[src/rtl/washer_status_if.sv]
// Status bundle between the washer controller and its passive monitor.
// The controller side (master) drives the phase flags and lid switch; the
// monitor side (slave) observes them and publishes decoded status.
interface washer_status_if;
  logic        i_idle;
  logic        i_ready;
  logic        i_soak;
  logic        i_wash;
  logic        i_rinse;
  logic        i_spin;
  logic        i_done;
  logic        i_lid;

  logic [2:0]  o_phase;
  logic [11:0] o_phase_sec;
  logic [12:0] o_total_sec;
  logic        o_buzzer;
  logic [7:0]  o_cycles;
  logic        o_err_onehot;
  logic        o_err_seq;
  logic        o_err_timeout;

  modport master (
    output i_idle, i_ready, i_soak, i_wash, i_rinse, i_spin, i_done, i_lid,
    input  o_phase, o_phase_sec, o_total_sec, o_buzzer, o_cycles,
           o_err_onehot, o_err_seq, o_err_timeout
  );

  modport slave (
    input  i_idle, i_ready, i_soak, i_wash, i_rinse, i_spin, i_done, i_lid,
    output o_phase, o_phase_sec, o_total_sec, o_buzzer, o_cycles,
           o_err_onehot, o_err_seq, o_err_timeout
  );
endinterface

[src/rtl/washer_status_monitor.sv]
// Passive washer status monitor: decodes the one-hot phase flags, times each
// phase and the whole cycle (frozen while the lid is open), flags multi-hot
// inputs, illegal phase order and stuck phases, and runs the end-of-cycle
// buzzer. It only observes the controller and never drives it.
module washer_status_monitor #(
  parameter int unsigned CLK_HZ        = 250,
  parameter int unsigned BUZZ_SEC      = 3,
  parameter int unsigned MAX_PHASE_SEC = 1800
) (
  input  logic            i_clk,
  input  logic            i_rst,
  washer_status_if.slave  bus
);

  localparam int unsigned PRESC_W   = (CLK_HZ > 1) ? $clog2(CLK_HZ) : 1;
  localparam int unsigned BUZZ_LOAD = BUZZ_SEC * CLK_HZ;
  localparam int unsigned BUZZ_W    = (BUZZ_LOAD > 1) ? $clog2(BUZZ_LOAD + 1) : 1;

  localparam logic [PRESC_W-1:0] PRESC_LAST = PRESC_W'(CLK_HZ - 1);
  localparam logic [BUZZ_W-1:0]  BUZZ_INIT  = BUZZ_W'(BUZZ_LOAD);
  localparam logic [11:0]        WDOG_SEC   = 12'(MAX_PHASE_SEC);

  typedef enum logic [2:0] {
    PH_NONE  = 3'd0,
    PH_IDLE  = 3'd1,
    PH_READY = 3'd2,
    PH_SOAK  = 3'd3,
    PH_WASH  = 3'd4,
    PH_RINSE = 3'd5,
    PH_SPIN  = 3'd6,
    PH_DONE  = 3'd7
  } phase_e;

  // Registered state
  phase_e              r_phase;
  logic [PRESC_W-1:0]  r_presc;
  logic [11:0]         r_phase_sec;
  logic [12:0]         r_total_sec;
  logic                r_buzzer;
  logic [BUZZ_W-1:0]   r_buzz_cnt;
  logic [7:0]          r_cycles;
  logic                r_err_onehot;
  logic                r_err_seq;
  logic                r_err_timeout;

  // Next-state values
  phase_e              w_phase_nxt;
  logic [PRESC_W-1:0]  w_presc_nxt;
  logic [11:0]         w_phase_sec_nxt;
  logic [12:0]         w_total_sec_nxt;
  logic                w_buzzer_nxt;
  logic [BUZZ_W-1:0]   w_buzz_cnt_nxt;
  logic [7:0]          w_cycles_nxt;
  logic                w_err_onehot_nxt;
  logic                w_err_seq_nxt;
  logic                w_err_timeout_nxt;

  // Decode helpers
  logic [6:0]          w_flags;
  logic                w_multi;
  phase_e              w_decoded;
  logic                w_change;
  logic                w_active;
  logic                w_legal;
  logic                w_clear_total;
  logic                w_count_en;
  logic [PRESC_W-1:0]  w_presc_inc;
  logic                w_tick;

  // Active washing phases are the ones that are timed and watchdogged.
  function automatic logic is_active(input phase_e ph);
    return (ph >= PH_SOAK) && (ph <= PH_SPIN);
  endfunction

  // Phase-order rules: forward through the wash ranks, cancel to idle,
  // restart from done, and dropping to "no flag" is always allowed.
  function automatic logic is_legal(input phase_e from_ph, input phase_e to_ph);
    logic ok;
    ok = 1'b0;
    if (from_ph == PH_NONE || to_ph == PH_NONE) begin
      ok = 1'b1;
    end else begin
      case (from_ph)
        PH_IDLE:  ok = (to_ph == PH_READY);
        PH_READY: ok = (to_ph == PH_SOAK) || (to_ph == PH_WASH) || (to_ph == PH_IDLE);
        PH_DONE:  ok = (to_ph == PH_IDLE) || (to_ph == PH_READY);
        default:  ok = (to_ph > from_ph) || (to_ph == PH_IDLE);
      endcase
    end
    return ok;
  endfunction

  // Flag decode, transition classification and prescaler arithmetic.
  always_comb begin
    w_flags = {bus.i_done, bus.i_spin, bus.i_rinse, bus.i_wash,
               bus.i_soak, bus.i_ready, bus.i_idle};
    w_multi = |(w_flags & (w_flags - 7'd1));

    w_decoded = PH_NONE;
    for (int i = 0; i < 7; i++) begin
      if (w_flags[i]) w_decoded = phase_e'(3'(i + 1));
    end

    w_change   = !w_multi && (w_decoded != r_phase);
    w_active   = is_active(r_phase);
    w_legal    = is_legal(r_phase, w_decoded);

    w_clear_total = ((r_phase == PH_READY) &&
                     ((w_decoded == PH_SOAK) || (w_decoded == PH_WASH))) ||
                    (w_active && (w_decoded == PH_IDLE));

    // Time only runs in a settled active phase with the lid shut; a
    // multi-hot sample freezes everything for that cycle.
    w_count_en  = !w_multi && !w_change && w_active && !bus.i_lid;
    w_presc_inc = (r_presc == PRESC_LAST) ? '0 : r_presc + 1'b1;
    // A second is credited on the edge the prescaler reaches its terminal
    // count, so a phase held for N full seconds shows N before it ends.
    w_tick      = (w_presc_inc == PRESC_LAST);
  end

  // Next-state computation for phase, timers, counters, errors and buzzer.
  always_comb begin
    w_phase_nxt       = r_phase;
    w_presc_nxt       = r_presc;
    w_phase_sec_nxt   = r_phase_sec;
    w_total_sec_nxt   = r_total_sec;
    w_buzzer_nxt      = r_buzzer;
    w_buzz_cnt_nxt    = r_buzz_cnt;
    w_cycles_nxt      = r_cycles;
    w_err_onehot_nxt  = r_err_onehot | w_multi;
    w_err_seq_nxt     = r_err_seq;
    w_err_timeout_nxt = r_err_timeout;

    if (w_change) begin
      w_phase_nxt     = w_decoded;
      w_presc_nxt     = '0;
      w_phase_sec_nxt = '0;
      if (!w_legal)      w_err_seq_nxt   = 1'b1;
      if (w_clear_total) w_total_sec_nxt = '0;
      if (w_decoded == PH_DONE) w_cycles_nxt = r_cycles + 8'd1;
    end else if (w_count_en) begin
      w_presc_nxt = w_presc_inc;
      if (w_tick) begin
        if (r_phase_sec != '1) w_phase_sec_nxt = r_phase_sec + 12'd1;
        if (r_total_sec != '1) w_total_sec_nxt = r_total_sec + 13'd1;
      end
    end

    // Watchdog looks at the registered count; counting carries on after.
    if (w_active && (r_phase_sec == WDOG_SEC)) w_err_timeout_nxt = 1'b1;

    // Buzzer runs on wall-clock time, independent of the lid.
    if (w_change && (w_decoded == PH_DONE)) begin
      w_buzz_cnt_nxt = BUZZ_INIT;
      w_buzzer_nxt   = (BUZZ_LOAD != 0);
    end else if (w_change && (r_phase == PH_DONE)) begin
      w_buzz_cnt_nxt = '0;
      w_buzzer_nxt   = 1'b0;
    end else if (r_buzz_cnt != '0) begin
      w_buzz_cnt_nxt = r_buzz_cnt - 1'b1;
      w_buzzer_nxt   = (r_buzz_cnt != BUZZ_W'(1));
    end
  end

  // State register with synchronous reset; reset discards all timing.
  // NOTE: sequential state uses non-blocking assignments only, so every
  // register samples the same pre-edge values computed above.
  always_ff @(posedge i_clk) begin
    if (i_rst) begin
      r_phase       <= PH_NONE;
      r_presc       <= '0;
      r_phase_sec   <= '0;
      r_total_sec   <= '0;
      r_buzzer      <= 1'b0;
      r_buzz_cnt    <= '0;
      r_cycles      <= '0;
      r_err_onehot  <= 1'b0;
      r_err_seq     <= 1'b0;
      r_err_timeout <= 1'b0;
    end else begin
      r_phase       <= w_phase_nxt;
      r_presc       <= w_presc_nxt;
      r_phase_sec   <= w_phase_sec_nxt;
      r_total_sec   <= w_total_sec_nxt;
      r_buzzer      <= w_buzzer_nxt;
      r_buzz_cnt    <= w_buzz_cnt_nxt;
      r_cycles      <= w_cycles_nxt;
      r_err_onehot  <= w_err_onehot_nxt;
      r_err_seq     <= w_err_seq_nxt;
      r_err_timeout <= w_err_timeout_nxt;
    end
  end

  assign bus.o_phase       = r_phase;
  assign bus.o_phase_sec   = r_phase_sec;
  assign bus.o_total_sec   = r_total_sec;
  assign bus.o_buzzer      = r_buzzer;
  assign bus.o_cycles      = r_cycles;
  assign bus.o_err_onehot  = r_err_onehot;
  assign bus.o_err_seq     = r_err_seq;
  assign bus.o_err_timeout = r_err_timeout;

endmodule
[src/flat_wrapper.sv]
// flat-port wrapper written by rule: the top's interface ports become plain ports
module washer_status_monitor_flat 
#(
  parameter int unsigned CLK_HZ        = 250,
  parameter int unsigned BUZZ_SEC      = 3,
  parameter int unsigned MAX_PHASE_SEC = 1800
)
  (i_clk, i_rst, bus_i_idle, bus_i_ready, bus_i_soak, bus_i_wash, bus_i_rinse, bus_i_spin, bus_i_done, bus_i_lid, bus_o_phase, bus_o_phase_sec, bus_o_total_sec, bus_o_buzzer, bus_o_cycles, bus_o_err_onehot, bus_o_err_seq, bus_o_err_timeout);
  washer_status_if bus_i ();
  input  logic i_clk;
  input  logic i_rst;
  input wire logic [$bits(bus_i.i_idle)-1:0] bus_i_idle;
  input wire logic [$bits(bus_i.i_ready)-1:0] bus_i_ready;
  input wire logic [$bits(bus_i.i_soak)-1:0] bus_i_soak;
  input wire logic [$bits(bus_i.i_wash)-1:0] bus_i_wash;
  input wire logic [$bits(bus_i.i_rinse)-1:0] bus_i_rinse;
  input wire logic [$bits(bus_i.i_spin)-1:0] bus_i_spin;
  input wire logic [$bits(bus_i.i_done)-1:0] bus_i_done;
  input wire logic [$bits(bus_i.i_lid)-1:0] bus_i_lid;
  output wire logic [$bits(bus_i.o_phase)-1:0] bus_o_phase;
  output wire logic [$bits(bus_i.o_phase_sec)-1:0] bus_o_phase_sec;
  output wire logic [$bits(bus_i.o_total_sec)-1:0] bus_o_total_sec;
  output wire logic [$bits(bus_i.o_buzzer)-1:0] bus_o_buzzer;
  output wire logic [$bits(bus_i.o_cycles)-1:0] bus_o_cycles;
  output wire logic [$bits(bus_i.o_err_onehot)-1:0] bus_o_err_onehot;
  output wire logic [$bits(bus_i.o_err_seq)-1:0] bus_o_err_seq;
  output wire logic [$bits(bus_i.o_err_timeout)-1:0] bus_o_err_timeout;
  assign bus_i.i_idle = bus_i_idle;
  assign bus_i.i_ready = bus_i_ready;
  assign bus_i.i_soak = bus_i_soak;
  assign bus_i.i_wash = bus_i_wash;
  assign bus_i.i_rinse = bus_i_rinse;
  assign bus_i.i_spin = bus_i_spin;
  assign bus_i.i_done = bus_i_done;
  assign bus_i.i_lid = bus_i_lid;
  assign bus_o_phase = bus_i.o_phase;
  assign bus_o_phase_sec = bus_i.o_phase_sec;
  assign bus_o_total_sec = bus_i.o_total_sec;
  assign bus_o_buzzer = bus_i.o_buzzer;
  assign bus_o_cycles = bus_i.o_cycles;
  assign bus_o_err_onehot = bus_i.o_err_onehot;
  assign bus_o_err_seq = bus_i.o_err_seq;
  assign bus_o_err_timeout = bus_i.o_err_timeout;
  washer_status_monitor #(.CLK_HZ(CLK_HZ), .BUZZ_SEC(BUZZ_SEC), .MAX_PHASE_SEC(MAX_PHASE_SEC)) u_core (.i_clk(i_clk), .i_rst(i_rst), .bus(bus_i));
endmodule
[config.mk]
export PLATFORM = sky130hd
export DESIGN_NAME = washer_status_monitor_flat
export DESIGN_NICKNAME = d
export VERILOG_FILES = /design/src/rtl/washer_status_if.sv /design/src/rtl/washer_status_monitor.sv /design/src/flat_wrapper.sv
export SDC_FILE = /design/constraint.sdc
export NUM_CORES = 1
export LEC_CHECK = 0
export BUFFER_PORTS_ARGS = -buffer_cell sky130_fd_sc_hd__buf_2
export CAP_MARGIN = 10
export CORE_UTILIZATION = 30
export DETAILED_ROUTE_END_ITERATION = 8
export PLACE_DENSITY = 0.45
export SYNTH_ARGS = -nofsm -noshare
export SYNTH_HDL_FRONTEND = slang
export SYNTH_SLANG_ARGS = --single-unit
export TNS_END_PERCENT = 10
[constraint.sdc]
create_clock -name i_clk -period 6.8 [get_ports i_clk]
set_clock_uncertainty 0.05 [all_clocks]
set_input_delay 0.34 -clock i_clk [delete_from_list [all_inputs] [get_ports i_clk]]
set_output_delay 0.34 -clock i_clk [all_outputs]
set_load 0.02 [all_outputs]
==> results of run 1 <==
-- report_power, final --
group          switching [W]  internal [W]  total [W]
logic               0.000136     0.0000951   0.000231
clock network       0.000143      0.000197   0.000339
registers          0.0000267      0.000369   0.000396
-- placed cells by master (no fill, tap or decap), types with 2 or more instances in the layout --
master / count
a31oi_1: 7
nor2b_1: 6
a211oi_1: 5
nor2_1: 39
and2_1: 3
and3_1: 5
clkbuf_8: 12
nand3_1: 27
o211a_1: 2
a2bb2oi_1: 2
nand2b_1: 4
a221oi_1: 2
o21ai_0: 23
nand2_1: 30
xor2_1: 6
nor3_1: 7
or4_1: 12
dfxtp_1: 58
mux2i_1: 6
nand4b_1: 3
a21oi_1: 41
ha_1: 11
or3_1: 19
buf_2: 49
and4_1: 2
xnor2_1: 6
inv_1: 20
nand4_1: 12
o31ai_1: 10
nor4_1: 6
nor3b_1: 2
o211ai_1: 6
o21a_1: 2
-- layer usage --
metal / vias to the layer above / GRT usage / share of wire
li1: 1655 / - / -
met1: 1588 / 0.205 / 0.48
met2: 65 / 0.271 / 0.46
met3: 14 / 0.0395 / 0.034
met4: 0 / 0.0675 / 0.019
met5: - / 0 / 0
-- cells by family (layout without fill, tap and decap cells) --
| family | Yosys count | count (layout) |
|---|---|---|
| xor+xnor | 12 | 12 |
| flops | 58 | 58 |
| fa+ha+maj | 11 | 11 |
| buf+inv | 36 | 84 |
| mux | 6 | 6 |
| compound gates | 113 | 113 |
| simple gates | 184 | 184 |
-- worst paths after layout --
check	start	endpoint	cells past startpoint
setup / recovery	bus_i_done	u_core.bus.o_total_sec[9]	10
hold / removal	bus_i_lid	u_core.r_presc[5]	4
setup reg to reg	u_core.bus.o_phase[2]	u_core.bus.o_total_sec[9]	8
hold reg to reg	u_core.bus.o_err_onehot	u_core.bus.o_err_onehot	1
-- state kept, by name, indices dropped and copies added, names as in the netlist --
name,count
u_core.bus.o_total_sec,13
u_core.bus.o_phase_sec,12
u_core.r_buzz_cnt,10
u_core.bus.o_cycles,8
u_core.r_presc,8
u_core.bus.o_phase,3
u_core.bus.o_buzzer,1
u_core.bus.o_err_onehot,1
u_core.bus.o_err_seq,1
u_core.bus.o_err_timeout,1
-- per-stage QoR --
| step | instance area, sq um | instances |
|---|---|---|
| 6_report | 3870 | 608 |
| 5_1_grt | 3870 | 608 |
| 4_1_cts | 3870 | 608 |
| 3_5_place_dp | 3670 | 593 |
| 3_3_place_gp | 3670 | 593 |
| 2_1_floorplan | 3320 | 420 |
-- critical path, cell delays in order --
cell and delay, ns:
buf_2 0.18, nor4_1 0.47, inv_1 0.15, ha_1 0.33, and2_1 0.22, o211ai_1 0.11, a221oi_1 0.30, nand4_1 0.72
or4_1 0.73, a21oi_1 0.15
-- cell type report --
class | instances | area share
inverters | 20 | 0.0194
clock buffers | 13 | 0.0436
flip-flops and latches | 58 | 0.300
repair buffers | 49 | 0.0633
well taps | 140 | 0.0452
multi-input cells | 326 | 0.520
clock inverters | 2 | 0.00905
==> impl_metrics.json, run 1 <==
{
  "status": "completed",
  "cts_sinks": 58,
  "ios": 50,
  "post_cts_buffers": 0,
  "startpoint_type": "primary input",
  "yosysSeqAreaShare": 0.350,
  "via_count": 3322,
  "cts-root-buf": "clkbuf_8",
  "finish.utilization": 0.359,
  "final.min_clock_period_ns": 3.49,
  "syn2layout_area_growth_pct": 16.6,
  "worst_pin_slew_ns": 0.847,
  "htree_levels": 3,
  "hold_path.class": "in2reg",
  "total_power_w": 0.000967,
  "maxCapViolations": 0,
  "ys_top_cells_by_area": "dfxtp_1 35%, a21oi_1 6.2%, nor2_1 4.4%",
  "synth_top_area_frac": 0.350,
  "grt_pass1_vias": 3068,
  "vdd_drop_max_mv": 0.128,
  "port_buffers": 49,
  "place_congestion": 0.799,
  "start_util": 0.308,
  "powerDensity_mw_per_mm2": 250,
  "grt_max_degree": 26,
  "grt_usage": 0.164,
  "fin_setup_tns_ns": 0,
  "setup_viol": 0,
  "nFillCells": 1143,
  "post_drt_wl_per_cell_um": 14.7,
  "hold_viol": 0,
  "antenna_cells": 0,
  "firstDrtPassIters": 4,
  "regArea_sq_mm": 0.00116,
  "core_sq_mm": 0.0108,
  "yosysMostFrequentCell": "dfxtp_1",
  "hold_buffers": 0,
  "die_y_um": 107,
  "syn_nets": 441,
  "end_kind": "flip-flop",
  "maxSlewHeadroom": 0.436,
  "grt_pass1_wl_um": 14900,
  "p_leak_nw": 1.46,
  "drt-initial-drc-count": 143,
  "crit_type": "in2reg",
  "arrival_ns": 3.72,
  "layout-drive-gt1-share": 0.154,
  "clock_path_buffers": 2,
  "die_w_um": 107,
  "synth_common_cells": "58 x dfxtp_1, 41 x a21oi_1, 39 x nor2_1, 30 x nand2_1, 27 x nand3_1",
  "netlist_instances": 420,
  "final-max-slew-violation-count": 0,
  "holdWs_ns": 0.352,
  "fin_ws_ns": 3.31,
  "synth_compound_area_frac": 0.215,
  "yosys.area.top_type": "dfxtp_1",
  "grt-ovfl-total": 0,
  "synth.distinct_cells": 54,
  "ctsResizeCount": 0,
  "antenna_found_initial": 0,
  "cp_data_required_time_ns": 7.03,
  "ys_async_sr_fraction": 0,
  "yosys.area_share.simple": 0.298,
  "max_freq_mhz": 286,
  "reg2reg_slack_ns": 3.49,
  "drc": 0,
  "dpl.hpwl_um": 6360,
  "synth_top_family_by_area": "simple AND/OR/NAND/NOR gates",
  "rsz0062_at_grt": "false",
  "multi_input_area_sq_mm": 0.00201,
  "cts_tree": "done",
  "cts_buffers": 9,
  "nets": 485,
  "ant_nets": 0,
  "synth_area_sq_mm": 0.00332,
  "wl_um": 8960,
  "yosys_warnings": 0,
  "syn_area_per_cell_sq_um": 7.91,
  "routed_via_density": 5.46,
  "clk_latency_ns": 0.35,
  "detailedPlace.worstSlack_ns": 3.04,
  "crit_fanout": 25,
  "fin_crit_sh": 0.514,
  "synth_xor_area_frac": 0.0317,
  "dieArea_sq_mm": 0.0115,
  "clkTransAtPathRegs_ns": 0.07,
  "synth-main-ff-cell": "dfxtp_1",
  "ys_seq_elements": 58,
  "synth_edf_count": 0,
  "muxShareOfSynthArea": 0.0181,
  "rows": 38,
  "synth_fa_ha_area_frac": 0.0414
}
(Power assumes the default switching activity.)
==> inputs of run 2 (changes only) <==
- ABC_AREA: default -> 1
- PLACE_DENSITY: 0.45 -> 0.47
- clock period: 6.8 -> 2.9 ns (I/O delays scaled with it)
==> impl_metrics.json, run 2 <==
{
  "drt-initial-drc-count": 176,
  "hold_viol": 0,
  "startpoint_type": "flip-flop",
  "ys_seq_elements": 58,
  "core_sq_mm": 0.0115,
  "path_buf_inv": 2,
  "antenna_found_initial": 0,
  "nFillCells": 1269,
  "syn_nets": 534,
  "post_drt_wl_per_cell_um": 12.3,
  "reg2reg_slack_ns": 0.66,
  "die_y_um": 111,
  "highest-signal-layer": "met4",
  "synth_common_cells": "102 x nand2_1, 58 x dfxtp_1, 57 x inv_1, 49 x nand3_1, 48 x a21oi_1",
  "dp_cells": 696,
  "hold_path.class": "in2reg",
  "r2r_end": "u_core.bus.o_total_sec[0]",
  "cpPeakStageDelay_ns": 0.39,
  "synth_top_family_by_area": "simple AND/OR/NAND/NOR gates",
  "hold_buffers": 0,
  "clock_path_buffers": 2,
  "crit_slowest_cell": "dfxtp_1",
  "crit_chain": "inv_1 > ha_1 > nand2_1 > inv_1 > nand3_4 > nand3_1 > nor2_1 > nand3_1 > nor2_2 > nand3_4 > nand2_4 > o21a_1 > nor2_1",
  "rsz0062_at_grt": "false",
  "grt-ovfl-total": 0,
  "final_common_cell": "nand2_1",
  "end_kind": "flip-flop",
  "dpl.hpwl_um": 6440,
  "crit_type": "reg2reg",
  "final.min_clock_period_ns": 2.24,
  "maxCapViolations": 0,
  "grt_usage": 0.152,
  "total_power_w": 0.00242,
  "wl_um": 8770,
  "final_cell_mix": "102 x nand2_1, 58 x dfxtp_1, 57 x inv_1",
  "grt_max_degree": 23,
  "arrival_ns": 2.40,
  "yosysMostFrequentCell": "nand2_1",
  "drc": 8,
  "routed_via_density": 4.73,
  "port_buffers": 49,
  "htree_levels": 3,
  "ant_nets": 0,
  "fin_setup_tns_ns": 0,
  "firstDrtPassIters": 6,
  "cts_sinks": 58,
  "cts_tree": "done",
  "r2r-start": "u_core.r_presc[1]",
  "worstRegToRegCells": 13,
  "largest_register_ffs": 13,
  "hp-start": "i_rst",
  "syn2layout_area_growth_pct": 17.9,
  "ios": 50,
  "cts_buffers": 9,
  "cp_data_required_time_ns": 3.06,
  "yosys.area_share.simple": 0.356,
  "post_cts_buffers": 0,
  "regArea_sq_mm": 0.00116,
  "layout-drive-gt1-share": 0.181,
  "fin_crit_sh": 0.773,
  "maxSlewHeadroom": 0.681,
  "grt_pass1_wl_um": 15100,
  "syn_area_per_cell_sq_um": 6.94,
  "synth_compound_area_frac": 0.131,
  "netlist_instances": 513,
  "synth_xor_area_frac": 0.0615,
  "status": "finished, violations left",
  "ys_async_sr_fraction": 0,
  "multi_input_area_sq_mm": 0.00209,
  "place_congestion": 0.814,
  "synth_edf_count": 0,
  "powerDensity_mw_per_mm2": 577,
  "muxShareOfSynthArea": 0,
  "yosysSeqAreaShare": 0.326,
  "synth.distinct_cells": 38,
  "synth_top_area_frac": 0.326,
  "nets": 585,
  "clk_latency_ns": 0.32,
  "synth_area_sq_mm": 0.00356,
  "antenna_cells": 0,
  "final-max-slew-violation-count": 0,
  "fin_cells": 712,
  "wl_met3_um": 183,
  "vdd_drop_max_mv": 0.291,
  "synth_fa_ha_area_frac": 0.0386,
  "synth-main-ff-cell": "dfxtp_1",
  "start_util": 0.309,
  "grt_pass1_vias": 3220,
  "worst_pin_slew_ns": 0.474,
  "setup_viol": 0,
  "yosys.area.top_type": "dfxtp_1",
  "wl_met2_um": 4080,
  "ys_top_cells_by_area": "dfxtp_1 33%, nand2_1 11%, nand3_1 6.9%",
  "clkTransAtPathRegs_ns": 0.06,
  "finish.utilization": 0.365,
  "dieArea_sq_mm": 0.0123,
  "yosys_warnings": 0,
  "whs_path_depth": 2,
  "cts-root-buf": "clkbuf_16",
  "violations": "design-rule violations",
  "critical_path.top_delay_family": "simple AND/OR/NAND/NOR gates",
  "min_to": "u_core.r_buzz_cnt[9]",
  "rows": 39,
  "detailedPlace.worstSlack_ns": 0.511,
  "ctsResizeCount": 0,
  "fin_ws_ns": 0.658,
  "crit_fanout": 12,
  "drt-met1-wl_um": 4420,
  "p_leak_nw": 1.77,
  "via_count": 3368,
  "max_freq_mhz": 446,
  "die_w_um": 111
}
==> run 2: cell families (layout without fill, tap and decap cells) <==
| group | count (synthesis) | after routing |
|---|---|---|
| AOI/OAI and AO/OA | 85 | 85 |
| xor gates and xnor gates | 25 | 25 |
| adders and majority gates | 11 | 11 |
| buffers and inverters | 73 | 129 |
| DFF | 58 | 58 |
| and+or+nand+nor | 261 | 261 |
==> run 2: how the worst max path moves through the flow <==
stage	start	end	slack, ns	cells past startpoint
detailed placement	bus_i_wash	u_core.bus.o_cycles[1]	0.51	14
CTS	u_core.r_presc[1]	u_core.bus.o_total_sec[0]	0.64	13
finish	u_core.r_presc[1]	u_core.bus.o_total_sec[0]	0.66	13
floorplan	u_core.bus.o_phase_sec[0]	u_core.bus.o_phase_sec[6]	0.86	10
global route	u_core.r_presc[1]	u_core.bus.o_total_sec[9]	0.41	13
global placement	bus_i_wash	u_core.bus.o_buzzer	0.54	15
==> run 2: stage by stage <==
| step | hold slack [ns] | instance area, sq um |
|---|---|---|
| after floorplan | 0.274 | 3560 |
| after global placement | 0.396 | 3930 |
| after detailed placement | 0.402 | 3930 |
| after CTS | 0.215 | 4200 |
| after global routing | 0.252 | 4200 |
| final | 0.215 | 4200 |
==> run 2: final cells by class <==
cell class | count | share of cell area
multi-input combinational | 382 | 0.498
sequential | 58 | 0.276
timing repair buffer | 52 | 0.0637
clock buffer | 10 | 0.0569
inverter | 61 | 0.0551
tap | 143 | 0.0426
clock inverter | 6 | 0.00774
==> run 2: power by group <==
part / switching, W / internal [W] / total, W
Clock: 0.000379 / 0.000593 / 0.000972
Sequential: 0.0000565 / 0.000871 / 0.000927
Combinational: 0.000301 / 0.000224 / 0.000526
==> run 2: per-layer routing <==
| metal | GRT usage | up-vias |
|---|---|---|
| met1 | 0.197 | 1529 |
| met5 | 0 | - |
| met2 | 0.245 | 33 |
| met4 | 0.0575 | 0 |
| met3 | 0.0350 | 4 |
| li1 | - | 1802 |
